==> src/rtl/hilo_muldiv_pkg.sv <==
//------------------------------------------------------------------------------
// Module   : hilo_muldiv_pkg
// Purpose  : Shared types and constants for the HI/LO multiply/divide unit.
// Revision : 1.0 - initial release
//------------------------------------------------------------------------------
`default_nettype none

package hilo_muldiv_pkg;

    localparam int         c_ITER_COUNT = 32;
    localparam logic [4:0] c_LAST_CNT   = 5'(c_ITER_COUNT - 1);

    typedef logic [31:0] word_t;

    typedef enum logic [1:0] {
        ST_IDLE = 2'd0,
        ST_RUN  = 2'd1,
        ST_FIX  = 2'd2
    } state_t;

    function automatic word_t negate(input word_t v);
        return ~v + 32'd1;
    endfunction

endpackage

`default_nettype wire

==> src/rtl/muldiv_iter.sv <==
//------------------------------------------------------------------------------
// Module   : muldiv_iter
// Purpose  : One combinational shift-add (multiply) or restoring (divide) step.
// Revision : 1.0 - initial release
//------------------------------------------------------------------------------
`default_nettype none

module muldiv_iter
    import hilo_muldiv_pkg::*;
(
    input  logic  i_op_div,
    input  word_t i_hi,
    input  word_t i_lo,
    input  word_t i_operand,
    output word_t o_hi,
    output word_t o_lo
);

    logic [32:0] w_sum;
    logic [32:0] w_trial;

    always_comb begin
        w_sum   = {1'b0, i_hi} + (i_lo[0] ? {1'b0, i_operand} : 33'd0);
        // Partial remainder stays below the divisor, so bit 32 is a true borrow.
        w_trial = {i_hi, i_lo[31]} - {1'b0, i_operand};
        o_hi    = w_sum[32:1];
        o_lo    = {w_sum[0], i_lo[31:1]};
        if (i_op_div) begin
            if (w_trial[32]) begin
                o_hi = {i_hi[30:0], i_lo[31]};
                o_lo = {i_lo[30:0], 1'b0};
            end else begin
                o_hi = w_trial[31:0];
                o_lo = {i_lo[30:0], 1'b1};
            end
        end
    end

endmodule

`default_nettype wire

==> src/rtl/hilo_muldiv.sv <==
//------------------------------------------------------------------------------
// Module   : hilo_muldiv
// Purpose  : Iterative 32-bit multiply/divide unit owning the HI/LO registers.
//            Define MULDIV_SIGNED_EN to add signed MULT/DIV support.
// Revision : 1.0 - initial release
//------------------------------------------------------------------------------
`default_nettype none

module hilo_muldiv
    import hilo_muldiv_pkg::*;
(
    input  logic        clk,
    input  logic        rst_n,
    input  logic        start,
    input  logic        op_div,
    input  logic        op_signed,
    input  logic [31:0] src_a,
    input  logic [31:0] src_b,
    input  logic        mthi,
    input  logic        mtlo,
    input  logic        mfhi_req,
    input  logic        mflo_req,
    output logic [31:0] hi,
    output logic [31:0] lo,
    output logic        busy,
    output logic        done,
    output logic        stall
);

    state_t     r_state;
    state_t     w_state_nxt;
    logic [4:0] r_cnt;
    word_t      r_wk_hi;
    word_t      r_wk_lo;
    word_t      r_operand;
    logic       r_op_div;
    word_t      r_hi;
    word_t      r_lo;
    logic       r_done;

    word_t      w_step_hi;
    word_t      w_step_lo;
    word_t      w_mag_a;
    word_t      w_mag_b;
    logic       w_last;
    logic       w_fix_req;

`ifdef MULDIV_SIGNED_EN
    logic        r_fix;
    logic        r_neg_hi;
    logic        r_neg_lo;
    logic        w_sign_a;
    logic        w_sign_b;
    word_t       w_fix_hi;
    word_t       w_fix_lo;
    logic [63:0] w_prod_neg;

    assign w_sign_a   = op_signed & src_a[31];
    assign w_sign_b   = op_signed & src_b[31];
    assign w_mag_a    = w_sign_a ? negate(src_a) : src_a;
    assign w_mag_b    = w_sign_b ? negate(src_b) : src_b;
    assign w_fix_req  = r_fix;
    assign w_prod_neg = ~{r_wk_hi, r_wk_lo} + 64'd1;

    always_comb begin
        w_fix_hi = r_wk_hi;
        w_fix_lo = r_wk_lo;
        if (!r_op_div) begin
            if (r_neg_lo) begin
                {w_fix_hi, w_fix_lo} = w_prod_neg;
            end
        end else begin
            if (r_neg_hi) w_fix_hi = negate(r_wk_hi);
            if (r_neg_lo) w_fix_lo = negate(r_wk_lo);
        end
    end

    always_ff @(posedge clk or negedge rst_n) begin
        if (!rst_n) begin
            r_fix    <= 1'b0;
            r_neg_hi <= 1'b0;
            r_neg_lo <= 1'b0;
        end else if (r_state == ST_IDLE && start) begin
            r_fix    <= op_signed;
            // Remainder follows the dividend; a zero divisor leaves the quotient un-negated.
            r_neg_hi <= op_div ? w_sign_a : (w_sign_a ^ w_sign_b);
            r_neg_lo <= op_div ? ((w_sign_a ^ w_sign_b) & (src_b != 32'd0))
                               : (w_sign_a ^ w_sign_b);
        end
    end
`else
    logic w_unused_signed;

    assign w_unused_signed = op_signed;
    assign w_mag_a         = src_a;
    assign w_mag_b         = src_b;
    assign w_fix_req       = 1'b0;
`endif

    muldiv_iter u_iter (
        .i_op_div  (r_op_div),
        .i_hi      (r_wk_hi),
        .i_lo      (r_wk_lo),
        .i_operand (r_operand),
        .o_hi      (w_step_hi),
        .o_lo      (w_step_lo)
    );

    assign w_last = (r_state == ST_RUN) && (r_cnt == c_LAST_CNT);

    always_ff @(posedge clk or negedge rst_n) begin
        if (!rst_n) begin
            r_state <= ST_IDLE;
        end else begin
            r_state <= w_state_nxt;
        end
    end

    always_comb begin
        w_state_nxt = r_state;
        case (r_state)
            ST_IDLE: if (start) w_state_nxt = ST_RUN;
            ST_RUN:  if (w_last) w_state_nxt = w_fix_req ? ST_FIX : ST_IDLE;
            ST_FIX:  w_state_nxt = ST_IDLE;
            default: w_state_nxt = ST_IDLE;
        endcase
    end

    always_ff @(posedge clk or negedge rst_n) begin
        if (!rst_n) begin
            r_cnt     <= '0;
            r_wk_hi   <= '0;
            r_wk_lo   <= '0;
            r_operand <= '0;
            r_op_div  <= 1'b0;
            r_hi      <= '0;
            r_lo      <= '0;
            r_done    <= 1'b0;
        end else begin
            r_done <= 1'b0;
            case (r_state)
                ST_IDLE: begin
                    // A start in the same cycle as a move wins; the move is dropped.
                    if (start) begin
                        r_cnt     <= '0;
                        r_op_div  <= op_div;
                        r_wk_hi   <= '0;
                        r_wk_lo   <= w_mag_a;
                        r_operand <= w_mag_b;
                    end else begin
                        if (mthi) r_hi <= src_a;
                        if (mtlo) r_lo <= src_a;
                    end
                end
                ST_RUN: begin
                    r_cnt   <= r_cnt + 5'd1;
                    r_wk_hi <= w_step_hi;
                    r_wk_lo <= w_step_lo;
                    if (w_last && !w_fix_req) begin
                        r_hi   <= w_step_hi;
                        r_lo   <= w_step_lo;
                        r_done <= 1'b1;
                    end
                end
`ifdef MULDIV_SIGNED_EN
                ST_FIX: begin
                    r_hi   <= w_fix_hi;
                    r_lo   <= w_fix_lo;
                    r_done <= 1'b1;
                end
`endif
                default: ;
            endcase
        end
    end

    assign hi    = r_hi;
    assign lo    = r_lo;
    assign done  = r_done;
    assign busy  = (r_state != ST_IDLE);
    assign stall = busy & (start | mfhi_req | mflo_req | mthi | mtlo);

endmodule

`default_nettype wire

==> config.mk <==
export PLATFORM = sky130hd
export DESIGN_NAME = hilo_muldiv
export DESIGN_NICKNAME = d
export VERILOG_FILES = /design/src/rtl/hilo_muldiv_pkg.sv /design/src/rtl/muldiv_iter.sv /design/src/rtl/hilo_muldiv.sv
export SDC_FILE = /design/constraint.sdc
export NUM_CORES = 1
export LEC_CHECK = 0
export ABC_AREA = 1
export ABC_CLOCK_PERIOD_IN_PS = 6200
export BUFFER_PORTS_ARGS = -buffer_cell sky130_fd_sc_hd__buf_2
export CAP_MARGIN = 5
export CORE_UTILIZATION = 55
export CTS_BUF_LIST = sky130_fd_sc_hd__clkbuf_8
export DETAILED_ROUTE_END_ITERATION = 16
export GPL_TIMING_DRIVEN = 0
export HOLD_SLACK_MARGIN = 0.15
export PLACE_DENSITY = 0.76
export SYNTH_ARGS = -nofsm -noshare
export SYNTH_HDL_FRONTEND = slang
export SYNTH_SLANG_ARGS = --single-unit
export TNS_END_PERCENT = 100
==> constraint.sdc <==
create_clock -name clk -period 6.2 [get_ports clk]
set_clock_uncertainty 0.1 [all_clocks]
set_input_delay 1.24 -clock clk [delete_from_list [all_inputs] [get_ports clk]]
set_output_delay 1.24 -clock clk [all_outputs]
set_load 0.005 [all_outputs]
==> impl_results.html <==
<table>
<tr><th>Metric</th><th>Value</th></tr>
<tr><th colspan="2">Synth</th></tr>
<tr><td>Share of the yosys chip area belonging to registers</td><td>0.3322</td></tr>
<tr><td>YS warnings</td><td>0</td></tr>
<tr><td>Cell area after technology mapping</td><td>12650 um^2</td></tr>
<tr><td>Syn avg cell area</td><td>6.503 um^2</td></tr>
<tr><td>Cell count after synthesis</td><td>1946</td></tr>
<tr><td>Share of flip-flops with an asynchronous set or reset</td><td>1.000</td></tr>
<tr><td>Number of flops mapped to enable cells by yosys</td><td>0</td></tr>
<tr><td>Synth unique cells</td><td>47</td></tr>
<tr><td>Synth Register Bits</td><td>168</td></tr>
<tr><td>Main synth FF type</td><td>sky130_fd_sc_hd__dfrtp_1</td></tr>
<tr><td>Net count after synthesis</td><td>2087</td></tr>
<tr><th colspan="2">CTS</th></tr>
<tr><td>Clock latency of the later-clocked register in the worst-skew pair</td><td>0.48 ns</td></tr>
<tr><td>Max Root-Sink Buffers</td><td>2</td></tr>
<tr><td>Post-CTS Hold Fix Bufs</td><td>0</td></tr>
<tr><td>Setup Fix Bufs, Post-CTS</td><td>0</td></tr>
<tr><td>CTS clk-pin slew, worst paths</td><td>0.10 ns</td></tr>
<tr><td>Number of buffers created by CTS</td><td>17</td></tr>
<tr><td>Number of cells upsized or downsized after cts</td><td>0</td></tr>
<tr><td>Root buffer selected by CTS</td><td>sky130_fd_sc_hd__clkbuf_8</td></tr>
<tr><td>Clock tree sinks</td><td>168</td></tr>
<tr><td>Clock tree from TritonCTS</td><td>done</td></tr>
<tr><td>CTS HTree Levels</td><td>4</td></tr>
<tr><th colspan="2">Global route</th></tr>
<tr><td>Number of antenna violations at the first check in global routing</td><td>0</td></tr>
<tr><td>Total routing usage reported by global routing</td><td>0.3771</td></tr>
<tr><td>Wire length of the first global-routing pass</td><td>68350 um</td></tr>
<tr><td>Global route overflow</td><td>0</td></tr>
<tr><td>Maximum number of pins on one net before global-route repair</td><td>108</td></tr>
<tr><td>Number of global-route vias before repair</td><td>12480</td></tr>
<tr><th colspan="2">Final layout</th></tr>
<tr><td>Core occupancy in the finished layout</td><td>0.6269</td></tr>
<tr><td>Area added between synthesis and finish</td><td>11.83%</td></tr>
<tr><td>Commonest non-fill, non-tap cell in the layout</td><td>sky130_fd_sc_hd__nand2_1</td></tr>
<tr><td>Commonest cells after routing, fill and taps aside</td><td>sky130_fd_sc_hd__nand2_1, sky130_fd_sc_hd__inv_1, sky130_fd_sc_hd__nor2_1</td></tr>
<tr><td># diodes</td><td>0</td></tr>
<tr><td>Post-layout nets</td><td>2245</td></tr>
<tr><td>Fraction of layout cells with a size suffix above 1</td><td>0.1110</td></tr>
<tr><td>Count of placed standard cells in the final layout, fillers left out</td><td>2402</td></tr>
<tr><td>Fill count</td><td>2239</td></tr>
<tr><th colspan="2">Detailed routing</th></tr>
<tr><td>DRT Wirelength</td><td>43800 um</td></tr>
<tr><td>Via count</td><td>13490</td></tr>
<tr><td>Violation count after the first detailed-route iteration</td><td>1332</td></tr>
<tr><td>Per-cell routed wire length</td><td>18.23 um</td></tr>
<tr><td>DRT antenna net count</td><td>0</td></tr>
<tr><td>Average via count per standard cell</td><td>5.614</td></tr>
<tr><td>Remaining DRCs</td><td>0</td></tr>
<tr><td>Length of the first detailed-routing pass in iterations</td><td>5</td></tr>
<tr><th colspan="2">Worst setup path</th></tr>
<tr><td>Critical-path maximum fanout</td><td>10</td></tr>
<tr><td>Cell with the largest stage delay on the worst path</td><td>sky130_fd_sc_hd__clkbuf_1</td></tr>
<tr><td>Series of cell instances along the critical path</td><td>clkbuf_1 -&gt; clkbuf_1 -&gt; nand2_1 -&gt; inv_1 -&gt; ha_1 -&gt; fa_1 -&gt; nand3_1 -&gt; nand2_1 -&gt; nand3_1 -&gt; nand2_1 -&gt; nand3_1 -&gt; nand2_1 -&gt; nand3_1 -&gt; nand2_1 -&gt; nand2_1 -&gt; nand3_1 -&gt; nand2_1 -&gt; nand2_1 -&gt; o21ai_0</td></tr>
<tr><td>Endpoint class of the critical path</td><td>register</td></tr>
<tr><td>Most frequent cell on the critical path</td><td>sky130_fd_sc_hd__nand2_1</td></tr>
<tr><td>Worst setup SP type</td><td>register</td></tr>
<tr><td>Worst Path Required</td><td>6.44 ns</td></tr>
<tr><td>Kind of critical path</td><td>register to register</td></tr>
<tr><td>Stage delay of the slowest cell on the critical path</td><td>0.54 ns</td></tr>
<tr><td>Data arrival time at the worst-slack endpoint</td><td>3.91 ns</td></tr>
<tr><th colspan="2">Worst hold path</th></tr>
<tr><td>Min-delay worst type</td><td>register to register</td></tr>
<tr><th colspan="2">STA</th></tr>
<tr><td>Final hold violation count</td><td>0</td></tr>
<tr><td>Portion of the clock cycle consumed by the worst path in the final layout</td><td>0.5918</td></tr>
<tr><td>Slew Viols, Final</td><td>0</td></tr>
<tr><td>Post-route setup TNS</td><td>0 ns</td></tr>
<tr><td>Upper clock frequency limit</td><td>272.5 MHz</td></tr>
<tr><td>Setup repair after global routing missed its margin</td><td>false</td></tr>
<tr><td>Slew Limit Headroom</td><td>0.3810</td></tr>
<tr><td>Transition time of the tightest slew-check pin</td><td>0.9286 ns</td></tr>
<tr><td>Tmin final</td><td>3.669 ns</td></tr>
<tr><td>Final-report setup violation count</td><td>0</td></tr>
<tr><th colspan="2">Flow run</th></tr>
<tr><td>Number of maximum-capacitance constraint violations</td><td>0</td></tr>
<tr><th colspan="2">Placed design</th></tr>
<tr><td>Cell count after placement</td><td>2370</td></tr>
<tr><td>Buffers on Ports</td><td>138</td></tr>
<tr><td>Dpl hpwl</td><td>35550 um</td></tr>
<tr><td>Placer's final routability congestion estimate</td><td>0.9808</td></tr>
<tr><th colspan="2">Die</th></tr>
<tr><td>Placement row count</td><td>55</td></tr>
<tr><td>Die Y-Extent</td><td>153.7 um</td></tr>
<tr><td>Horizontal extent of the die</td><td>153.7 um</td></tr>
<tr><td>Core outline area</td><td>22570 um^2</td></tr>
<tr><td>Overall die area</td><td>23620 um^2</td></tr>
<tr><td>Top Ports</td><td>140</td></tr>
<tr><td>Initial standard-cell utilization of the core</td><td>0.5606</td></tr>
<tr><th colspan="2">Run status</th></tr>
<tr><td>Status</td><td>complete, no violations</td></tr>
</table>
final timing paths:
check | start | endpoint | slack, ns | depth (start not counted)
min in group asynchronous | rst_n | r_wk_lo[7]$_DFFE_PN0P_ | 0.57 | 1
worst min-delay path | lo[0]$_DFFE_PN0P_ | lo[0]$_DFFE_PN0P_ | 0.42 | 2
worst max register to register | r_wk_lo[0]$_DFFE_PN0P_ | r_wk_hi[21]$_DFFE_PN0P_ | 2.53 | 19
max in group asynchronous | rst_n | r_wk_hi[30]$_DFFE_PN0P_ | 4.51 | 2
worst max-delay path | r_wk_lo[0]$_DFFE_PN0P_ | r_wk_hi[21]$_DFFE_PN0P_ | 2.53 | 19
worst min register to register | lo[0]$_DFFE_PN0P_ | lo[0]$_DFFE_PN0P_ | 0.42 | 2
kinds of logic after synthesis:
kind of cell | Yosys count | share of synthesized area
DFF | 168 | 0.3322
AOI/OAI and AO/OA | 365 | 0.1574
muxes | 1 | 0.0008898
buffers and inverters | 348 | 0.1087
and+or+nand+nor | 979 | 0.3206
adders and majority gates | 68 | 0.06842
xor gates and xnor gates | 17 | 0.01177
Yosys cell counts, types with 14 or more instances:
cell,count,area share
sky130_fd_sc_hd__o21ai_0,96,0.038
sky130_fd_sc_hd__a21oi_1,179,0.071
sky130_fd_sc_hd__nand2_2,14,0.0069
sky130_fd_sc_hd__dfrtp_1,168,0.33
sky130_fd_sc_hd__a31oi_1,62,0.031
sky130_fd_sc_hd__nand2_1,545,0.16
sky130_fd_sc_hd__clkbuf_1,52,0.015
sky130_fd_sc_hd__inv_1,271,0.080
sky130_fd_sc_hd__ha_1,66,0.065
sky130_fd_sc_hd__nand4_1,20,0.0099
sky130_fd_sc_hd__nor2_1,248,0.074
sky130_fd_sc_hd__nand3_1,115,0.045
routing by layer:
metal	share of wire	wire, um	GRT usage	vias to the layer above
met1	0.44	19300	0.5136	6206
met4	0.042	1829	0.1681	0
met2	0.43	18970	0.5825	616
met3	0.084	3701	0.07328	100
met5	0	0	0	-
li1	-	-	-	6563
registers in the layout (all words and copies together) (netlist names):
| signal | cells |
|---|---|
| done | 1 |
| r_wk_hi | 32 |
| r_cnt | 5 |
| r_wk_lo | 32 |
| r_operand | 32 |
| r_op_div | 1 |
| hi | 32 |
| lo | 32 |
| r_state | 1 |
worst max-delay path: cells and delay by family, from the launching register on:
family | cells | cell delay [ns]
AND/OR/NAND/NOR | 13 | 1.44
buffers and inverters | 3 | 1.02
adder cells (fa/ha/maj) | 2 | 0.56
flip-flops | 1 | 0.33
AO/OA/AOI/OAI | 1 | 0.11
area by class of cell:
cell class | instances | area, um^2 | share of cell area
Multi-Input combinational cell | 1430 | 7076 | 0.5000
Clock inverter | 15 | 177.7 | 0.01256
Buffer | 69 | 327.8 | 0.02317
Clock buffer | 17 | 234.0 | 0.01653
Inverter | 279 | 1047 | 0.07400
Timing Repair Buffer | 139 | 728.2 | 0.05146
Sequential cell | 168 | 4204 | 0.2971
Tap cell | 285 | 356.6 | 0.02520
metrics by stage:
step                hold WS [ns]  area, um^2  worst slack [ns]
floorplan                 0.3506       12650             2.924
global placement          0.3678       13700             1.177
detailed placement        0.3788       13740             2.636
CTS                       0.4187       14150             2.604
global route              0.4496       14150             2.274
finish                    0.4240       14150             2.531
Power is left out: the tool's default activity adds up to more than one toggle a clock period on the data nets, which glitch-free logic cannot reach.
